File: src/rtl/oled_pkg.sv
// Shared definitions for the OLED SPI arbiter: FSM state encoding and
// requester index constants.
package oled_pkg;

   typedef enum logic [2:0] {
      IDLE,
      ARB,
      CS_SETUP,
      LOAD,
      SHIFT,
      CS_HOLD,
      GAP
   } state_t;

   localparam int REQ_INIT = 0;
   localparam int REQ_HOST = 1;

endpackage

File: src/rtl/spi_byte_tx.sv
// SPI mode-0 byte shifter: MSB first, SCLK low then high for HALF_DIV clk
// cycles per bit, so one byte occupies 16*HALF_DIV cycles after start.
module spi_byte_tx #(
   parameter int HALF_DIV = 2
) (
   input  logic       clk,
   input  logic       resetn,
   input  logic       start,
   input  logic [7:0] tx_byte,
   output logic       sclk,
   output logic       sdin,
   output logic       done
);

   logic       r_active;
   logic [7:0] r_div;
   logic [2:0] r_bit;
   logic [7:0] r_sr;
   logic       r_sclk;
   logic       r_sdin;
   logic       w_phase_end;

   assign w_phase_end = r_active && (r_div == 8'(HALF_DIV - 1));
   // High during the final cycle of the last high phase of bit 0.
   assign done = w_phase_end && r_sclk && (r_bit == 3'd7);
   assign sclk = r_sclk;
   assign sdin = r_sdin;

   always_ff @(posedge clk or negedge resetn) begin
      if (!resetn) begin
         r_active <= 1'b0;
         r_div    <= '0;
         r_bit    <= '0;
         r_sr     <= '0;
         r_sclk   <= 1'b0;
         r_sdin   <= 1'b0;
      end else if (start) begin
         r_active <= 1'b1;
         r_div    <= '0;
         r_bit    <= '0;
         r_sr     <= {tx_byte[6:0], 1'b0};
         r_sclk   <= 1'b0;
         r_sdin   <= tx_byte[7];
      end else if (r_active) begin
         if (w_phase_end) begin
            r_div <= '0;
            if (!r_sclk) begin
               r_sclk <= 1'b1;
            end else begin
               // Falling edge: next bit is presented while SCLK is low.
               r_sclk <= 1'b0;
               if (r_bit == 3'd7) begin
                  r_active <= 1'b0;
                  r_sdin   <= 1'b0;
               end else begin
                  r_bit  <= r_bit + 3'd1;
                  r_sdin <= r_sr[7];
                  r_sr   <= {r_sr[6:0], 1'b0};
               end
            end
         end else begin
            r_div <= r_div + 8'd1;
         end
      end
   end

endmodule

File: src/rtl/oled_spi_arbiter.sv
// Two-requester, packet-granular arbiter in front of an OLED SPI link.
// Requester 0 (power-on init) wins ties; the owner keeps CS until its last byte.
module oled_spi_arbiter
   import oled_pkg::*;
#(
   parameter int HALF_DIV = 2,
   parameter int CS_GAP   = 2
) (
   input  logic        clk,
   input  logic        resetn,
   input  logic [1:0]  rq_valid,
   input  logic [15:0] rq_data,
   input  logic [1:0]  rq_dc,
   input  logic [1:0]  rq_last,
   output logic [1:0]  rq_ready,
   output logic [1:0]  grant,
   output logic        busy,
   output logic        oled_sclk,
   output logic        oled_sdin,
   output logic        oled_cs,
   output logic        oled_d_cn
);

   state_t     r_state;
   logic [7:0] r_cnt;
   logic [1:0] r_grant;
   logic [1:0] r_ready;
   logic       r_busy;
   logic       r_cs;
   logic       r_dc;
   logic       r_last;

   logic       w_gvalid;
   logic [7:0] w_gdata;
   logic       w_gdc;
   logic       w_glast;
   logic       w_start;
   logic       w_done;

   assign w_gvalid = |(rq_valid & r_grant);
   assign w_gdata  = r_grant[REQ_HOST] ? rq_data[15:8]     : rq_data[7:0];
   assign w_gdc    = r_grant[REQ_HOST] ? rq_dc[REQ_HOST]   : rq_dc[REQ_INIT];
   assign w_glast  = r_grant[REQ_HOST] ? rq_last[REQ_HOST] : rq_last[REQ_INIT];
   // The byte is taken in the cycle rq_ready is visible to the requester.
   assign w_start  = (r_state == LOAD) && (r_ready != 2'b00) && w_gvalid;

   spi_byte_tx #(
      .HALF_DIV(HALF_DIV)
   ) u_tx (
      .clk     (clk),
      .resetn  (resetn),
      .start   (w_start),
      .tx_byte (w_gdata),
      .sclk    (oled_sclk),
      .sdin    (oled_sdin),
      .done    (w_done)
   );

   assign rq_ready  = r_ready;
   assign grant     = r_grant;
   assign busy      = r_busy;
   assign oled_cs   = r_cs;
   assign oled_d_cn = r_dc;

   always_ff @(posedge clk or negedge resetn) begin
      if (!resetn) begin
         r_state <= IDLE;
         r_cnt   <= '0;
         r_grant <= '0;
         r_ready <= '0;
         r_busy  <= 1'b0;
         r_cs    <= 1'b1;
         r_dc    <= 1'b0;
         r_last  <= 1'b0;
      end else begin
         case (r_state)
            IDLE: begin
               if (|rq_valid) begin
                  r_state <= ARB;
                  r_busy  <= 1'b1;
                  r_grant <= rq_valid[REQ_INIT] ? 2'(1 << REQ_INIT) : 2'(1 << REQ_HOST);
               end
            end
            ARB: begin
               r_state <= CS_SETUP;
               r_cs    <= 1'b0;
               r_cnt   <= '0;
            end
            CS_SETUP: begin
               if (r_cnt == 8'(HALF_DIV - 1)) begin
                  r_state <= LOAD;
                  r_cnt   <= '0;
               end else begin
                  r_cnt <= r_cnt + 8'd1;
               end
            end
            LOAD: begin
               // Ready is registered, so it never coincides with a fresh valid.
               if (r_ready != 2'b00) begin
                  r_ready <= '0;
                  if (w_gvalid) begin
                     r_dc    <= w_gdc;
                     r_last  <= w_glast;
                     r_state <= SHIFT;
                  end
               end else if (w_gvalid) begin
                  r_ready <= r_grant;
               end
            end
            SHIFT: begin
               if (w_done) begin
                  r_state <= r_last ? CS_HOLD : LOAD;
                  r_cnt   <= '0;
               end
            end
            CS_HOLD: begin
               if (r_cnt == 8'(HALF_DIV - 1)) begin
                  r_state <= GAP;
                  r_cnt   <= '0;
                  r_cs    <= 1'b1;
                  r_grant <= '0;
               end else begin
                  r_cnt <= r_cnt + 8'd1;
               end
            end
            GAP: begin
               if (r_cnt == 8'(CS_GAP - 1)) begin
                  r_state <= IDLE;
                  r_cnt   <= '0;
                  r_busy  <= 1'b0;
               end else begin
                  r_cnt <= r_cnt + 8'd1;
               end
            end
            default: r_state <= IDLE;
         endcase
      end
   end

endmodule

File: config.mk
export PLATFORM = sky130hd
export DESIGN_NAME = oled_spi_arbiter
export DESIGN_NICKNAME = d
export VERILOG_FILES = /design/src/rtl/oled_pkg.sv /design/src/rtl/spi_byte_tx.sv /design/src/rtl/oled_spi_arbiter.sv
export SDC_FILE = /design/constraint.sdc
export NUM_CORES = 1
export LEC_CHECK = 0
export CAP_MARGIN = 20
export CELL_PAD_IN_SITES_DETAIL_PLACEMENT = 1
export CELL_PAD_IN_SITES_GLOBAL_PLACEMENT = 2
export CORE_AREA = 2 2 83 85
export CTS_CLUSTER_SIZE = 30
export DETAILED_ROUTE_END_ITERATION = 10
export DIE_AREA = 0 0 85 87
export GPL_TIMING_DRIVEN = 1
export PLACE_DENSITY = 0.88
export SLEW_MARGIN = 30
export SYNTH_ARGS = -nofsm -noshare
export SYNTH_HDL_FRONTEND = slang
export SYNTH_SLANG_ARGS = --single-unit
export TNS_END_PERCENT = 10
File: constraint.sdc
create_clock -name clk -period 2.54 [get_ports clk]
set_clock_uncertainty 0.15 [all_clocks]
set_input_delay 0.254 -clock clk [delete_from_list [all_inputs] [get_ports clk]]
set_output_delay 0.254 -clock clk [all_outputs]
set_load 0.05 [all_outputs]
# Word level (Yosys, flattened, before mapping)

Cells that the tools add are included.

Bits in registers: 41
Input port bits: 24

Add/subtract/negate cells: 3
Equality and inequality tests: 17
Muxes and demuxes: 53
Bitwise operators: 1
Reductions and logical operators: 28

Operator list:

| operator              | number |
|---|---|
| $mux W8               | 11 |
| $mux W3               | 13 |
| $pmux W8 S3           | 1 |
| $pmux W3 S7           | 1 |
| $mux W1               | 19 |
| $add A8 B1 Y8 const B | 2 |
| $eq A8 B1 Y1 const B  | 2 |
| $reduce_bool A2 Y1    | 8 |
| $eq A3 B3 Y1 const B  | 4 |
| $reduce_and A3 Y1     | 4 |
| $mux W2               | 5 |
| $ne A2 B2 Y1 const B  | 5 |
| $reduce_and A2 Y1     | 4 |
| $reduce_and A7 Y1     | 1 |
| $eq A3 B2 Y1 const B  | 2 |
| $ne A2 B1 Y1 const B  | 3 |
| $logic_and A1 B1 Y1   | 5 |
| $pmux W1 S2           | 2 |
| $pmux W2 S2           | 1 |
| $reduce_and A4 Y1     | 1 |
| $reduce_or A2 Y1      | 2 |
| $add A3 B1 Y3 const B | 1 |
| $eq A3 B1 Y1 const B  | 1 |
| $logic_not A3 Y1      | 1 |
| 3 further kinds       | 3 |

# Depth between registers and ports, before layout

Depth in word-level cells: 6
Depth in mapped cells: 8

# Hierarchy

Synthesis repeated with hierarchy kept, for this count alone.

Cells, all modules: 242
Area total of the unflattened synthesis: 2402.3 µm²

Modules (own cells, without submodules):

| module           | instances | cells each | area an instance (µm²) | seq. area each (µm²) |
|---|---|---|---|---|
| oled_spi_arbiter | 1         | 124        | 1227.4                 | 476.7 |
| spi_byte_tx      | 1         | 118        | 1174.9                 | 525.5 |

# Worst setup path after synthesis

No wires, ideal clock.

Kind: register to register
Start: reg r_grant[1] (netlist: grant[1])
End: reg r_state[0]
Arrival time: 1.568 ns
Required time: 2.265 ns
Path slack: 0.697 ns
Stages on the path, launching flop included: 5
Buffers on the path: 0
Path through: dfrtp_1 > a22oi_1 > nor2_1 > o211ai_1 > mux2_2

Word-level cells in the longest chain between the ends: 4

RTL lines:

| element                            | line                    | RTL |
|---|---|---|
| from (decl)                        | oled_spi_arbiter.sv:26  | `logic [1:0] r_grant;` |
| from (signal assigned)             | oled_spi_arbiter.sv:81  | `r_grant <= rq_valid[REQ_INIT] ? 2'(1 << REQ_INIT) : 2'(1 << REQ_HOST);` |
| $and A2 B2 Y2                      | oled_spi_arbiter.sv:40  | `assign w_gvalid = \|(rq_valid & r_grant);` |
| $reduce_or A2 Y1                   | oled_spi_arbiter.sv:40  |  |
| $ne A2 B2 Y1 (no source line)      | --                      |  |
| $reduce_and A7 Y1 (no source line) | --                      |  |
| to (signal assigned)               | oled_spi_arbiter.sv:112 | `r_state <= r_last ? CS_HOLD : LOAD;` |
| to (decl)                          | oled_spi_arbiter.sv:24  | `state_t r_state;` |

Every way passes these cells.
A chain may end at the register's enable or synchronous reset.

# Worst setup path in the final report

Start: reg r_grant[1] (netlist: grant[1])
End: out grant[1]

RTL lines:

| element   | line                   | RTL |
|---|---|---|
| to (decl) | oled_spi_arbiter.sv:16 | `output logic [1:0] grant,` |

No word-level cell between the ends.

==> report_table.html <==
<table>
<tr><th>Metric</th><th>Value</th></tr>
<tr><th colspan="2">Outcome</th></tr>
<tr><td>Run status</td><td>finished, final reports clean</td></tr>
<tr><th colspan="2">Routing</th></tr>
<tr><td>Ratio of routed vias to standard cells</td><td>5.291</td></tr>
<tr><td>DRC violation total after the first TritonRoute iteration</td><td>42</td></tr>
<tr><td>Via Count</td><td>around 1.7k</td></tr>
<tr><td>Routed length per instance</td><td>roughly 15 um</td></tr>
<tr><td>Antenna-violating nets left</td><td>0</td></tr>
<tr><td>Drt pass-1 iters</td><td>4</td></tr>
<tr><td># DRC</td><td>0</td></tr>
<tr><td>Final routed wirelength across all metal layers</td><td>about 4800 um</td></tr>
<tr><th colspan="2">Timing</th></tr>
<tr><td>Worst slew margin relative to its limit</td><td>60.94%</td></tr>
<tr><td>Max-slew violations</td><td>0</td></tr>
<tr><td>Total Negative Setup Slacks</td><td>0 ns</td></tr>
<tr><td>Period Utilization, post-route</td><td>83.82%</td></tr>
<tr><td>Number of failing hold endpoints at the final stage</td><td>0</td></tr>
<tr><td>Unrepaired setup endpoints after global routing</td><td>false</td></tr>
<tr><td>Shortest period the worst path allows</td><td>approximately 2.1 ns</td></tr>
<tr><td>Max Clk Rate</td><td>around 0.47 GHz</td></tr>
<tr><td>Worst-margin pin slew</td><td>around 0.58 ns</td></tr>
<tr><td>Setup Viol. Count Final</td><td>0</td></tr>
<tr><th colspan="2">Die</th></tr>
<tr><td>I/O Pins</td><td>33</td></tr>
<tr><td>Overall die area</td><td>~7400 um2</td></tr>
<tr><td>Number of rows created at floorplan</td><td>30</td></tr>
<tr><td>Initial Util</td><td>around 34%</td></tr>
<tr><td>Die X-Extent</td><td>85 um</td></tr>
<tr><td>Core region area</td><td>between 6000 and 7000 um2</td></tr>
<tr><td>Vertical extent of the die</td><td>slightly below 90 um</td></tr>
<tr><th colspan="2">Yosys</th></tr>
<tr><td>FF+latch count, synth</td><td>40</td></tr>
<tr><td>Post-Synthesis Cell Area</td><td>about 2200 um2</td></tr>
<tr><td>Most repeated cell in the gate-level netlist after synthesis</td><td>sky130_fd_sc_hd__dfrtp_1</td></tr>
<tr><td>Avg Cell Area, Syn</td><td>approximately 11 um2</td></tr>
<tr><td>Parity-gate share of the synthesized area counting xor and xnor cells</td><td>3.128%</td></tr>
<tr><td>Fraction of post-synthesis cell area in the top cell type by area</td><td>between 40% and 50%</td></tr>
<tr><td>Count of distinct cell types in the synthesized netlist</td><td>48</td></tr>
<tr><td>Most instantiated cells after synthesis</td><td>sky130_fd_sc_hd__dfrtp_1, sky130_fd_sc_hd__mux2i_1, sky130_fd_sc_hd__nor2_1</td></tr>
<tr><td>Post-synthesis async set-or-reset flop share</td><td>100.0%</td></tr>
<tr><td>Synth warn</td><td>0</td></tr>
<tr><td>Top flip-flop cell by instance count after synthesis</td><td>sky130_fd_sc_hd__dfrtp_1</td></tr>
<tr><td>Share of cell area taken by muxes after synthesis</td><td>between 10% and 20%</td></tr>
<tr><td>Leading area contributor after synthesis</td><td>sky130_fd_sc_hd__dfrtp_1</td></tr>
<tr><td>Number of flops mapped to enable cells by yosys</td><td>0</td></tr>
<tr><td>Post-synthesis share of cell area spent on and, or, nand and nor gates</td><td>17.32%</td></tr>
<tr><td>Number of instances in the synthesized netlist</td><td>~210</td></tr>
<tr><td>Combinational family with the most area after synthesis</td><td>simple AND/OR/NAND/NOR gates</td></tr>
<tr><td>Top cells by area, synth</td><td>sky130_fd_sc_hd__dfrtp_1, sky130_fd_sc_hd__mux2i_1, sky130_fd_sc_hd__nor2_1, sky130_fd_sc_hd__ha_1, sky130_fd_sc_hd__nand2_1</td></tr>
<tr><td>Synthesized Nets</td><td>~240</td></tr>
<tr><td>Sequential cell area fraction in the yosys report</td><td>44.75%</td></tr>
<tr><td>Synth Area in Compound Gates</td><td>between 10% and 20%</td></tr>
<tr><td>Adder-cell area share of the yosys netlist</td><td>3.352%</td></tr>
<tr><th colspan="2">Critical path</th></tr>
<tr><td>Sequence of cells on the critical path</td><td>buf_4, clkdlybuf4s50_1</td></tr>
<tr><td>Category of the worst setup path launch point</td><td>flip-flop</td></tr>
<tr><td>Biggest cell delay along the critical path</td><td>just over 0.8 ns</td></tr>
<tr><td>Arrival time reported for the critical path endpoint</td><td>between 1.5 and 2 ns</td></tr>
<tr><td>Sort of element at the end of the critical path</td><td>primary output</td></tr>
<tr><td>Type of the worst setup path</td><td>reg -&gt; out</td></tr>
<tr><td>Required time at the worst-slack endpoint</td><td>about 2.1 ns</td></tr>
<tr><td>Slowest cell on the critical path</td><td>sky130_fd_sc_hd__clkdlybuf4s50_1</td></tr>
<tr><td>Worst Path Max Fanout</td><td>12</td></tr>
<tr><td>Critical path's top delay family</td><td>buffers and inverters</td></tr>
<tr><td>Buffers &amp; Inverters on Critical Path</td><td>2</td></tr>
<tr><th colspan="2">Placement</th></tr>
<tr><td>Placed Instances</td><td>roughly 320</td></tr>
<tr><td>RePlAce Congestion</td><td>about 0.76</td></tr>
<tr><td>Number of buffers added on ports</td><td>32</td></tr>
<tr><td>DP HPWL</td><td>3511 um</td></tr>
<tr><th colspan="2">Layout</th></tr>
<tr><td>Proportion of layout cells with a drive suffix above 1</td><td>a little under a tenth</td></tr>
<tr><td>Number of nets in the layout</td><td>about 280</td></tr>
<tr><td>ANT cells</td><td>0</td></tr>
<tr><td>Fill cell count</td><td>between 700 and 800</td></tr>
<tr><td>Area of all sequential standard cells</td><td>between 1000 and 1500 um2</td></tr>
<tr><td>Non-filler instance count after layout</td><td>327</td></tr>
<tr><td>Area occupied by multi-input gates</td><td>1167 um2</td></tr>
<tr><td>Post-synthesis to final-layout area growth</td><td>21.45%</td></tr>
<tr><th colspan="2">Pwr</th></tr>
<tr><td>Peak VDD IR</td><td>approximately 150 uV</td></tr>
<tr><td>Cell leakage power</td><td>between 0.001 and 0.0015 uW</td></tr>
<tr><td>Ratio of total power to cell area</td><td>403.2 nW/um2</td></tr>
<tr><th colspan="2">Hold path</th></tr>
<tr><td>Kind of path behind the tightest hold check</td><td>in -&gt; async</td></tr>
<tr><th colspan="2">Clock tree</th></tr>
<tr><td>Skew-Pair Late Insertion Delay</td><td>a little under 0.3 ns</td></tr>
<tr><td>Maximum level of the CTS H-tree</td><td>2</td></tr>
<tr><td>Max Buffers Root-to-Sink</td><td>2</td></tr>
<tr><td>Clock tree from TritonCTS</td><td>done</td></tr>
<tr><td>Register clock-pin slew on the reported worst setup and hold paths</td><td>around 0.080 ns</td></tr>
<tr><td>Root Driver</td><td>sky130_fd_sc_hd__clkbuf_8</td></tr>
<tr><td>TritonCTS buffer count</td><td>5</td></tr>
<tr><td>Num Clock Sinks</td><td>40</td></tr>
<tr><th colspan="2">Flow run</th></tr>
<tr><td>Maximum Capacitance Violations</td><td>0</td></tr>
<tr><th colspan="2">GRT</th></tr>
<tr><td>Global-route total usage across every layer</td><td>between 10% and 20%</td></tr>
<tr><td>Global-route wire length before repair</td><td>between 8000 and 9000 um</td></tr>
<tr><td>Maximum number of pins on one net before global-route repair</td><td>around 40</td></tr>
<tr><td>Number of global-route vias before repair</td><td>between 1.5k and 2k</td></tr>
<tr><td>Antenna violations before repair</td><td>0</td></tr>
<tr><td>Remaining global-route overflow</td><td>0</td></tr>
</table>
==> path summary, 6_finish.rpt <==
kind	from	endpoint	slack (ns)	depth (start not counted)
setup reg to reg	u_tx.r_active	r_cnt[1]	0.54	5
min in group clk	oled_cs	oled_cs	0.37	1
max in group asynchronous	resetn	oled_cs	1.54	2
hold reg to reg	oled_cs	oled_cs	0.37	1
hold / removal	resetn	u_tx.r_div[1]	0.33	2
setup / recovery	grant[1]	grant[1]	0.41	2
==> power by group <==
part | switching (uW) | internal (uW)
logic | 20.5 | 34.8
clock network | 218 | 187
registers | 0 | 636
==> repair_timing <==
item | in CTS | in global routing
endpoints found under the hold margin | 39 | 0
resized for setup | 0 | 0
setup buffers | 0 | 0
hold buffers | 1 | 0
==> layout make-up <==
type                       instances  area share, %
multi-input combinational        159          42.92
sequential                        40          36.84
timing repair buffer              37          13.16
tap                               80          3.680
clock buffer                       6          2.668
inverter                           4         0.5520
clock inverter                     1         0.1840
==> through the flow <==
stage | instance area, um2 | hold WS, ns | total power, uW | util (%) | worst slack [ns]
finish | 2720 | 0.3317 | 1097 | 41.41 | 0.4110
global route | 2720 | 0.3789 | 1144 | 41.41 | 0.3492
CTS | 2718 | 0.3706 | 1115 | 41.37 | 0.3853
detailed placement | 2630 | 0.2949 | 704.3 | 40.04 | 0.4423
global placement | 2630 | 0.2929 | 703.3 | 40.04 | 0.4975
floorplan | 2240 | -0.1916 | 654.5 | - | 0.6974
==> kinds of logic after synthesis <==
family | after synthesis
and+or+nand+nor | 71
AOI/OAI and AO/OA | 45
DFF | 40
muxes | 29
buffers and inverters | 14
xor gates and xnor gates | 8
adders and majority gates | 6
==> cell usage in the layout (no fill, tap or decap), types with 6 or more instances in the layout <==
| cell type | count |
|---|---|
| sky130_fd_sc_hd__o21ai_0 | 7 |
| sky130_fd_sc_hd__dfrtp_1 | 39 |
| sky130_fd_sc_hd__xor2_1 | 6 |
| sky130_fd_sc_hd__clkdlybuf4s50_1 | 31 |
| sky130_fd_sc_hd__nor2_1 | 21 |
| sky130_fd_sc_hd__ha_1 | 6 |
| sky130_fd_sc_hd__a21oi_1 | 13 |
| sky130_fd_sc_hd__mux2i_1 | 27 |
| sky130_fd_sc_hd__nand2_1 | 18 |
==> registers in the layout, indices dropped and copies added, names as in the netlist <==
signal,cells
busy,1
r_last,1
u_tx.sclk,1
r_cnt,8
oled_cs,1
u_tx.r_sr,7
u_tx.r_div,8
rq_ready,2
u_tx.r_bit,3
u_tx.r_active,1
r_state,3
oled_d_cn,1
u_tx.sdin,1
grant,2
==> layer usage <==
metal	up-vias	global-route usage [%]	share of wire, %
met1	853	17.67	48
met3	4	3.033	3.7
li1	841	-	-
met2	32	23.37	48
met5	-	0	0
met4	0	3.896	0.48
Note: power is estimated with default switching activity, not from simulation.
